`src/rtl/atm_session_ctrl.sv`:
```
// ATM session controller: owns the per-account PIN/balance tables and lock
// flags, validates cards, verifies PINs with bounded retries, enforces an
// inactivity timeout and commits balances from the transaction datapath.
//
// Input handshake: every request input (card_in, card_out, psw_valid,
// op_done, prov_we) is a single-cycle strobe sampled on the rising clock
// edge with its data bus valid in that same cycle. There is no back-pressure.
// A strobe that arrives in a state that does not accept it is dropped.
// All outputs are registered and reflect the state entered on that edge.
module atm_session_ctrl #(
  parameter int CARD_W      = 6,
  parameter int PSW_W       = 16,
  parameter int BAL_W       = 20,
  parameter int USERS       = 10,
  parameter int MAX_TRIES   = 3,
  parameter int TIMEOUT_CYC = 1024
) (
  input  logic                           clk,
  input  logic                           rst,
  input  logic                           card_in,
  input  logic [CARD_W-1:0]              card_number,
  input  logic                           card_out,
  input  logic                           psw_valid,
  input  logic [PSW_W-1:0]               psw_input,
  input  logic                           op_done,
  input  logic [BAL_W-1:0]               updated_balance,
  input  logic                           prov_we,
  input  logic [CARD_W-1:0]              prov_idx,
  input  logic [PSW_W-1:0]               prov_psw,
  input  logic [BAL_W-1:0]               prov_bal,
  output logic [BAL_W-1:0]               balance,
  output logic                           session_active,
  output logic                           pin_req,
  output logic [$clog2(MAX_TRIES+1)-1:0] attempts_left,
  output logic                           wrong_psw,
  output logic                           card_locked,
  output logic                           invalid_card,
  output logic                           eject,
  output logic [1:0]                     dbg_state
);

  localparam int IDX_W = (USERS > 1) ? $clog2(USERS) : 1;
  localparam int AW    = $clog2(MAX_TRIES + 1);
  localparam int TW    = $clog2(TIMEOUT_CYC);
  localparam logic [TW-1:0] TMO_LAST = TW'(TIMEOUT_CYC - 1);

  typedef enum logic [1:0] {
    S_IDLE   = 2'd0,
    S_PIN    = 2'd1,
    S_ACTIVE = 2'd2,
    S_EJECT  = 2'd3
  } state_t;

  state_t               state_q, state_d;
  logic [IDX_W-1:0]     idx_q, idx_d;
  logic [USERS-1:0]     lock_q, lock_d;
  logic [AW-1:0]        att_q, att_d;
  logic [TW-1:0]        tmo_q, tmo_d;
  logic [BAL_W-1:0]     balance_q, balance_d;
  logic                 sa_q, sa_d, pr_q, pr_d;
  logic                 wp_q, wp_d, cl_q, cl_d;
  logic                 ic_q, ic_d, ej_q, ej_d;
  logic                 prov_wr, commit;

  // Account tables are not reset; they are loaded through prov_*.
  logic [PSW_W-1:0]     psw_mem [USERS];
  logic [BAL_W-1:0]     bal_mem [USERS];

  logic                 card_ok, prov_ok;
  logic [IDX_W-1:0]     card_idx, prov_i;

  assign card_ok  = card_number < CARD_W'(USERS);
  assign prov_ok  = prov_idx < CARD_W'(USERS);
  assign card_idx = card_number[IDX_W-1:0];
  assign prov_i   = prov_idx[IDX_W-1:0];

  // Next-state and next-output computation for the session FSM.
  always_comb begin
    state_d   = state_q;
    idx_d     = idx_q;
    lock_d    = lock_q;
    att_d     = att_q;
    tmo_d     = tmo_q;
    balance_d = balance_q;
    wp_d      = 1'b0;
    cl_d      = 1'b0;
    ic_d      = 1'b0;
    ej_d      = 1'b0;
    prov_wr   = 1'b0;
    commit    = 1'b0;
    case (state_q)
      S_IDLE: begin
        if (card_in) begin
          if (!card_ok) begin
            ic_d = 1'b1;
            ej_d = 1'b1;
          end else if (lock_q[card_idx]) begin
            cl_d = 1'b1;
            ej_d = 1'b1;
          end else begin
            idx_d   = card_idx;
            att_d   = AW'(MAX_TRIES);
            state_d = S_PIN;
          end
        end else if (prov_we && prov_ok) begin
          prov_wr        = 1'b1;
          lock_d[prov_i] = 1'b0;
        end
      end
      S_PIN: begin
        if (card_out) begin
          state_d = S_EJECT;
        end else if (psw_valid) begin
          tmo_d = '0;
          if (psw_input == psw_mem[idx_q]) begin
            state_d   = S_ACTIVE;
            balance_d = bal_mem[idx_q];
          end else begin
            wp_d  = 1'b1;
            att_d = att_q - AW'(1);
            if (att_q == AW'(1)) begin
              lock_d[idx_q] = 1'b1;
              cl_d          = 1'b1;
              state_d       = S_EJECT;
            end
          end
        end else if (tmo_q == TMO_LAST) begin
          state_d = S_EJECT;
        end else begin
          tmo_d = tmo_q + TW'(1);
        end
      end
      S_ACTIVE: begin
        if (op_done) begin
          commit    = 1'b1;
          balance_d = updated_balance;
          tmo_d     = '0;
        end
        if (card_out) begin
          state_d = S_EJECT;
        end else if (!op_done) begin
          if (tmo_q == TMO_LAST) state_d = S_EJECT;
          else                   tmo_d   = tmo_q + TW'(1);
        end
      end
      default: begin
        state_d = S_IDLE;
      end
    endcase
    // Counter restarts on every state entry; outputs track the next state.
    if (state_d != state_q) tmo_d = '0;
    if (state_d != S_ACTIVE) balance_d = '0;
    if (state_d != S_PIN) att_d = '0;
    if (state_d == S_EJECT) ej_d = 1'b1;
    sa_d = (state_d == S_ACTIVE);
    pr_d = (state_d == S_PIN);
  end

  // Session FSM state, counters, lock flags and registered outputs.
  always_ff @(posedge clk or negedge rst) begin
    if (!rst) begin
      state_q   <= S_IDLE;
      idx_q     <= '0;
      lock_q    <= '0;
      att_q     <= '0;
      tmo_q     <= '0;
      balance_q <= '0;
      sa_q      <= 1'b0;
      pr_q      <= 1'b0;
      wp_q      <= 1'b0;
      cl_q      <= 1'b0;
      ic_q      <= 1'b0;
      ej_q      <= 1'b0;
    end else begin
      state_q   <= state_d;
      idx_q     <= idx_d;
      lock_q    <= lock_d;
      att_q     <= att_d;
      tmo_q     <= tmo_d;
      balance_q <= balance_d;
      sa_q      <= sa_d;
      pr_q      <= pr_d;
      wp_q      <= wp_d;
      cl_q      <= cl_d;
      ic_q      <= ic_d;
      ej_q      <= ej_d;
    end
  end

  // Account table writes: provisioning in IDLE, balance commit in ACTIVE.
  always_ff @(posedge clk) begin
    if (prov_wr) begin
      psw_mem[prov_i] <= prov_psw;
      bal_mem[prov_i] <= prov_bal;
    end else if (commit) begin
      bal_mem[idx_q] <= updated_balance;
    end
  end

  assign balance        = balance_q;
  assign session_active = sa_q;
  assign pin_req        = pr_q;
  assign attempts_left  = att_q;
  assign wrong_psw      = wp_q;
  assign card_locked    = cl_q;
  assign invalid_card   = ic_q;
  assign eject          = ej_q;
  assign dbg_state      = state_q;

endmodule

```
`config.mk`:
```
export PLATFORM = sky130hd
export DESIGN_NAME = atm_session_ctrl
export DESIGN_NICKNAME = d
export VERILOG_FILES = /design/src/rtl/atm_session_ctrl.sv
export SDC_FILE = /design/constraint.sdc
export NUM_CORES = 1
export LEC_CHECK = 0
export ABC_CLOCK_PERIOD_IN_PS = 4150
export CAP_MARGIN = 5
export CORE_MARGIN = 5
export CORE_UTILIZATION = 45
export DETAILED_ROUTE_END_ITERATION = 16
export GPL_ROUTABILITY_DRIVEN = 0
export PLACE_DENSITY = 0.73
export REMOVE_ABC_BUFFERS = 1
export SETUP_SLACK_MARGIN = 0.05
export SLEW_MARGIN = 15
export SYNTH_ARGS = -nofsm -noshare
export SYNTH_HDL_FRONTEND = slang
export SYNTH_SLANG_ARGS = --single-unit
```
`constraint.sdc`:
```
create_clock -name clk -period 4.15 [get_ports clk]
set_clock_uncertainty 0.2 [all_clocks]
set_input_delay 0.415 -clock clk [delete_from_list [all_inputs] [get_ports clk]]
set_output_delay 0.415 -clock clk [all_outputs]
set_load 0.005 [all_outputs]
```
# After elaboration in Yosys (flattened, before gate mapping)
# Memories as Yosys holds them, arrays and structs flattened.
# Index checks and enable logic that the tools add are counted.
# word_totals
output_inout_bits	30
word_cells	149
input_bits	91
regBits	54
ramBits	360
mem_count	2
# classes
order_cmp	7
mux	79
n_eq_ne	29
n_reduce_logical	14
bitwise	4
add_sub_neg	2
# mem_list
name	words	width	read_ports	rd_clocked_by_memory_dff	write_ports	line	source
bal_mem	10	20	1	0	1	67	logic [BAL_W-1:0] bal_mem [USERS];
psw_mem	10	16	1	0	1	66	logic [PSW_W-1:0] psw_mem [USERS];
# ops
op	count
two-way mux 10 bit	14
two-way mux 20 bit	6
case mux 10 bit (2 select lines)	2
case mux 20 bit (2 select lines)	1
two-way mux 2 bit	17
inequality test 3 bit (second input constant)	11
two-way mux 1 bit	32
OR reduction 20 bit	1
equality test 16 bit	1
< comparator 4 x 5 -> 1 bit (second input constant)	3
inequality test 2 bit (second input constant)	7
AND reduction 7 bit	2
< comparator 6 x 4 -> 1 bit (second input constant)	2
adder 10 x 1 -> 10 bit (second input constant)	1
AND 10 bit	1
equality test 10 bit (second input constant)	1
inverter 10 bit	1
bitwise OR 10 bit	1
nonzero test 3 bit	3
demux 1 bit (select 4 bit)	2
>= comparator 4 x 1 -> 1 bit (second input constant)	2
equality test 2 x 1 -> 1 bit (second input constant)	3
equality test 2 bit (second input constant)	3
case mux 2 bit (3 select lines)	1
15 further kinds	17

# Longest topological paths before layout
# logic_depth
word_depth	10
ltp_mapped	13
mapped_depth_nobuf	9

# Worst setup path after synthesis
# OpenSTA, ideal clock, no wires.
# synth_timing
path_kind	flip-flop to flip-flop
start	register idx_q[0]
end	memory bal_mem[3][0] (enable)
period_less_slack_ns	3.779
setup_time_ns	0.397
n_path_buf	7
arrival_time_ns	3.182
required_time_ns	3.553
stages_incl_launch_ff	12
path_slack_ns	0.371
path_cell_list	dfrtp_1 > buf_6 > buf_12 > buf_4 > buf_2 > buf_1 > clkbuf_1 > clkbuf_1 > inv_1 > nor3_1 > a31oi_1 > nor2_1
# synth_between
elab_chain_cells	1
# synth_rtl
element	line	source
start, declared	55	logic [IDX_W-1:0] idx_q, idx_d;
start signal, assigned	176	idx_q <= idx_d;
two-way mux 4 bit (no line)	n/a	
end, declared	67	
# Every way passes these cells.

# Worst setup path in the final report
# layout_timing
start	register idx_q[1]
end	register tmo_q[5]
# layout_between
elab_chain_cells	9
word_cells_on_any_way	12
cone_classes	4 x eq/ne; 5 x mux; 2 x reduce/logical; 1 x memory
# layout_rtl
element	line	source
memory read (10 x 16 bit) *	n/a	
equality test 16 bit *	115	if (psw_input == psw_mem[idx_q]) begin
two-way mux 2 bit *	115	
two-way mux 2 bit *	113	end else if (psw_valid) begin
two-way mux 2 bit *	111	if (card_out) begin
case mux 2 bit (3 select lines) *	91	case (state_q)
inequality test 2 bit *	151	if (state_d != state_q) tmo_d = '0;
inequality test 4 bit (no line) (tied with other cells)	n/a	
AND reduction 3 bit (no line)	n/a	
end signal, assigned	179	tmo_q <= tmo_d;
end, declared	58	logic [TW-1:0] tmo_q, tmo_d;
# Every way passes the cells marked *; elsewhere a longest branch is shown, timed or not.
# A chain may end at the register's enable or synchronous reset.

==> impl_summary.md <==
Run status
The flow ran to the end, and the final reports show no timing, DRC or antenna violations.

Placed design
Detailed placement ended at an HPWL of 25700 um. During placement, the flow inserted port buffers numbering 120.

Logic synthesis
Yosys attributes the largest share of cell area to sky130_fd_sc_hd__edfxtp_1, sky130_fd_sc_hd__dfrtp_1, sky130_fd_sc_hd__mux4_2, sky130_fd_sc_hd__nand2_1, sky130_fd_sc_hd__mux2i_1. The synthesized netlist devotes 0.144% of its cell area to adder and majority cells. After synthesis, the share of flip-flops with an asynchronous set or reset is 13.0%.

The number of warning messages in the yosys log is 0. The cell type with the largest total area after synthesis is sky130_fd_sc_hd__edfxtp_1. The number of distinct library cell variants in the gate-level netlist after synthesis is 56.

The most used flip-flop cell after synthesis is sky130_fd_sc_hd__edfxtp_1. After synthesis, the mean cell area works out to 15.4 um2. The sequential-to-total area share from yosys stat is 70.2%. The synthesized design contains 360 enable-type register cells. The largest family of logic cells by synthesized area is multiplexers. The synthesized flop and latch total is 414.

Multiplexer cells account for 10.6% of the synthesized area. The synthesized-area fraction occupied by and/or/nand/nor cells is 8.48%. The synthesized netlist devotes 8.33% of its cell area to compound gates. The area fraction of the dominant cell type after synthesis is 62.4%. The gate count of the mapped netlist is 1123. The synthesized netlist devotes 0% of its cell area to XOR and XNOR gates. The cell area after technology mapping is 17300 um2.

Timing
After routing, the total negative slack on setup checks comes to 0 ns. The max-slew headroom at the worst pin is 33.0%. The clock period could shrink to 3.77 ns. Of the available clock period, the critical path in the final layout requires 90.8%.

Setup violations remaining at the end of the flow were counted as 0. Setup repair after global routing left no endpoint under its margin. At the pin with the least slew margin, the transition time is 1.00 ns. The max-slew violation count was 0. The number of endpoints with negative hold slack in the final report is 0. Static timing analysis puts the maximum clock frequency at 266 MHz.

Route
The total wire length after detailed routing is 40700 um. The DRC marker count from the first detailed-route iteration is 871. In the routed design, unresolved DRC markers number 0.

The number of detailed-routing iterations run before antenna repair is 6. The count of nets left with antenna violations once routing finished came out at 0. The average wire per cell in the routed design is 22.4 um. The routed layout has 10.6k vias.

The via density per instance is 5.81.

Power
Net switching is 30.9% of the power. The sequential cell fraction of total power is 40.6%. The power dissipated by switching net loads is 3.92 mW.

The clock network burns 28.8% of the power. The standby leakage power is 7.05 nW. The part of the total power dissipated in combinational logic is 30.6%. VDD sags by at most 0.339 mV. In this run the power density over the cells is 613 nW/um2. Power comes to 12.7 mW. The internal portion of the total power is 8.76 mW.

Final layout
The post-route core utilization is 54.7%. The net total in the final layout is 1364. The area growth from synthesis to layout is 19.4%.

Of the cells placed in the final design, the portion with a size suffix greater than 1 is 16.9%.

Worst setup path
The required time at the endpoint of the critical path is 4.33 ns. Data on the critical path arrives at its endpoint at 3.94 ns. The critical path's most frequent cell is sky130_fd_sc_hd__buf_4. The class of the most critical setup path is register to register. The kind of capture point of the worst setup path is a register.

The most critical setup path has its startpoint at idx_q[1]. The cell at the slowest stage of the critical path is sky130_fd_sc_hd__dfrtp_4. The number of buffers and inverters on the critical path is 2.

The critical path launch point type is a register. Grouping stages by cell kind, the critical path spends the most delay in simple AND/OR/NAND/NOR gates. The signal on the critical path passes through buf_4, mux2_2, nand2_1, a31oi_1, nor4_1, nand4_1, buf_4, nor2_1, o31a_1, o21ai_0. For this run, the slowest stage of the critical path takes 0.74 ns. Of all nets on the critical path, the largest fanout is 29. The worst register-to-register path begins at idx_q[1].

Global routing
For this run, the total global-route usage over all layers was measured as 19.0%. The global-route wire length before repair is 62100 um. The pin count of the biggest net entering global routing is 42. The via count of the first global-routing pass is 10.6k. The initial antenna violation count was 3.

After global routing the overflow that remains totals 0.

Floorplan
The horizontal die dimension is 206 um. The top-level I/O count is 121. The vertical extent of the die is 206 um. The initial utilization of the core area, before any placement, comes to 45.8%. The die covers 42500 um2. The initialized floorplan defines 71 standard-cell rows. The core region is 37800 um2.

Clock network
After clock tree synthesis, the clock-pin slew on the worst setup and hold paths is 0.06 ns. TritonCTS built the clock tree. The number of clock sinks seen by CTS is 414. The number of gates resized after CTS was 0.

The clock tree root driver cell is sky130_fd_sc_hd__clkbuf_16. The number of levels the H-tree was split into is 2. Clock tree synthesis inserted a total of 41 buffers. The post-CTS setup buffer count is 0.

The hold buffer count at cts is 1. The clock latency reported for the late side of the worst-skew pair is 0.54 ns. The clock passes through at most 3 buffers.

Flow run
The total of max-cap violations is 0.

Worst hold path
The worst min-delay path category is register to register. The startpoint identified for the worst hold timing path is lock_q[9].
==> synth_stat cells (all sizes together), types with 14 or more instances <==
master / count
o21ai: 26
o2111ai: 22
mux4: 58
o22a: 31
mux2: 15
a31oi: 33
dfrtp: 54
nor2: 59
a211oi: 24
a21oi: 14
nand2: 159
nor2b: 25
inv: 15
buf: 32
edfxtp: 360
clkbuf: 38
mux2i: 36
==> stage by stage <==
stage                     cells  hold slack [ns]  setup slack (ns)  cell area (um2)
after floorplan            1053          -0.0806             -3.02            17000
after global placement     1738            0.270             0.481            19300
after detailed placement   1738            0.278             0.420            19300
after CTS                  1815            0.295             0.417            20700
after global routing       1817            0.324             0.270            20700
final                      1817            0.289             0.384            20700
==> worst min-delay path, stage by stage, from the launching register on <==
cell and delay [ns]:
sky130_fd_sc_hd__dfrtp_1 0.35, sky130_fd_sc_hd__nand2b_1 0.05, sky130_fd_sc_hd__o41ai_1 0.05
==> routing by layer <==
| layer | routed length [um] | vias up | GRT usage, % |
|---|---|---|---|
| li1 | - | 4714 | - |
| met3 | 3230 | 55 | 3.19 |
| met4 | 687 | 2 | 4.68 |
| met1 | 16700 | 5354 | 27.0 |
| met2 | 20100 | 437 | 30.9 |
| met5 | 13 | - | 0 |
==> state kept, by name, indices dropped and copies added, names as in the netlist <==
register,flops
dbg_state,2
wrong_psw,1
eject,1
attempts_left,2
psw_mem,160
lock_q,10
tmo_q,10
bal_mem,200
idx_q,4
balance,20
invalid_card,1
card_locked,1
pin_req,1
session_active,1
==> power groups by stage <==
stage	clock [mW]	sequential (mW)	combinational, mW
after floorplan	0	5.43	2.35
after global placement	0	5.23	3.79
after detailed placement	0	5.24	3.87
after CTS	3.70	5.16	3.89
after global routing	3.88	5.19	4.19
final	3.65	5.16	3.88
==> area by class of cell <==
type / instances / area [um2]
multi-input combinational: 624 / 4850
inverter: 15 / 56.3
clock buffer: 56 / 1150
sequential: 414 / 12200
tap: 511 / 639
timing repair buffer: 175 / 1640
antenna: 2 / 5.00
fill: 3011 / 17200
clock inverter: 20 / 180
==> path summary, 6_finish.rpt <==
| kind | to | slack [ns] | cells after the start |
|---|---|---|---|
| worst max-delay path | tmo_q[5] | 0.38 | 10 |
| worst min-delay path | lock_q[9] | 0.29 | 2 |
| worst max register to register | tmo_q[5] | 0.38 | 10 |
| worst min register to register | lock_q[9] | 0.29 | 2 |
| min in group asynchronous | balance[1] | 0.39 | 2 |
| max in group asynchronous | balance[5] | 2.54 | 3 |
==> cell usage in the layout, fill, tap and decap left out, types with 26 or more instances in the layout <==
cell type                         instances
sky130_fd_sc_hd__dfrtp_1                 52
sky130_fd_sc_hd__a31oi_1                 32
sky130_fd_sc_hd__o22a_1                  31
sky130_fd_sc_hd__mux4_2                  58
sky130_fd_sc_hd__nor2_1                  49
sky130_fd_sc_hd__nand2_1                158
sky130_fd_sc_hd__buf_4                   52
sky130_fd_sc_hd__clkbuf_16               43
sky130_fd_sc_hd__o21ai_0                 26
sky130_fd_sc_hd__clkdlybuf4s50_1        119
sky130_fd_sc_hd__edfxtp_1               360
sky130_fd_sc_hd__mux2i_1                 36
==> logic make-up (layout without fill, tap and decap cells) <==
family	count (synthesis)	after routing
and+or+nand+nor	317	317
AOI/OAI and AO/OA	196	196
DFF	414	414
muxes	109	109
adders and majority gates	2	2
other	0	2
buffers and inverters	85	266
Note: power is estimated with default switching activity, not from simulation.
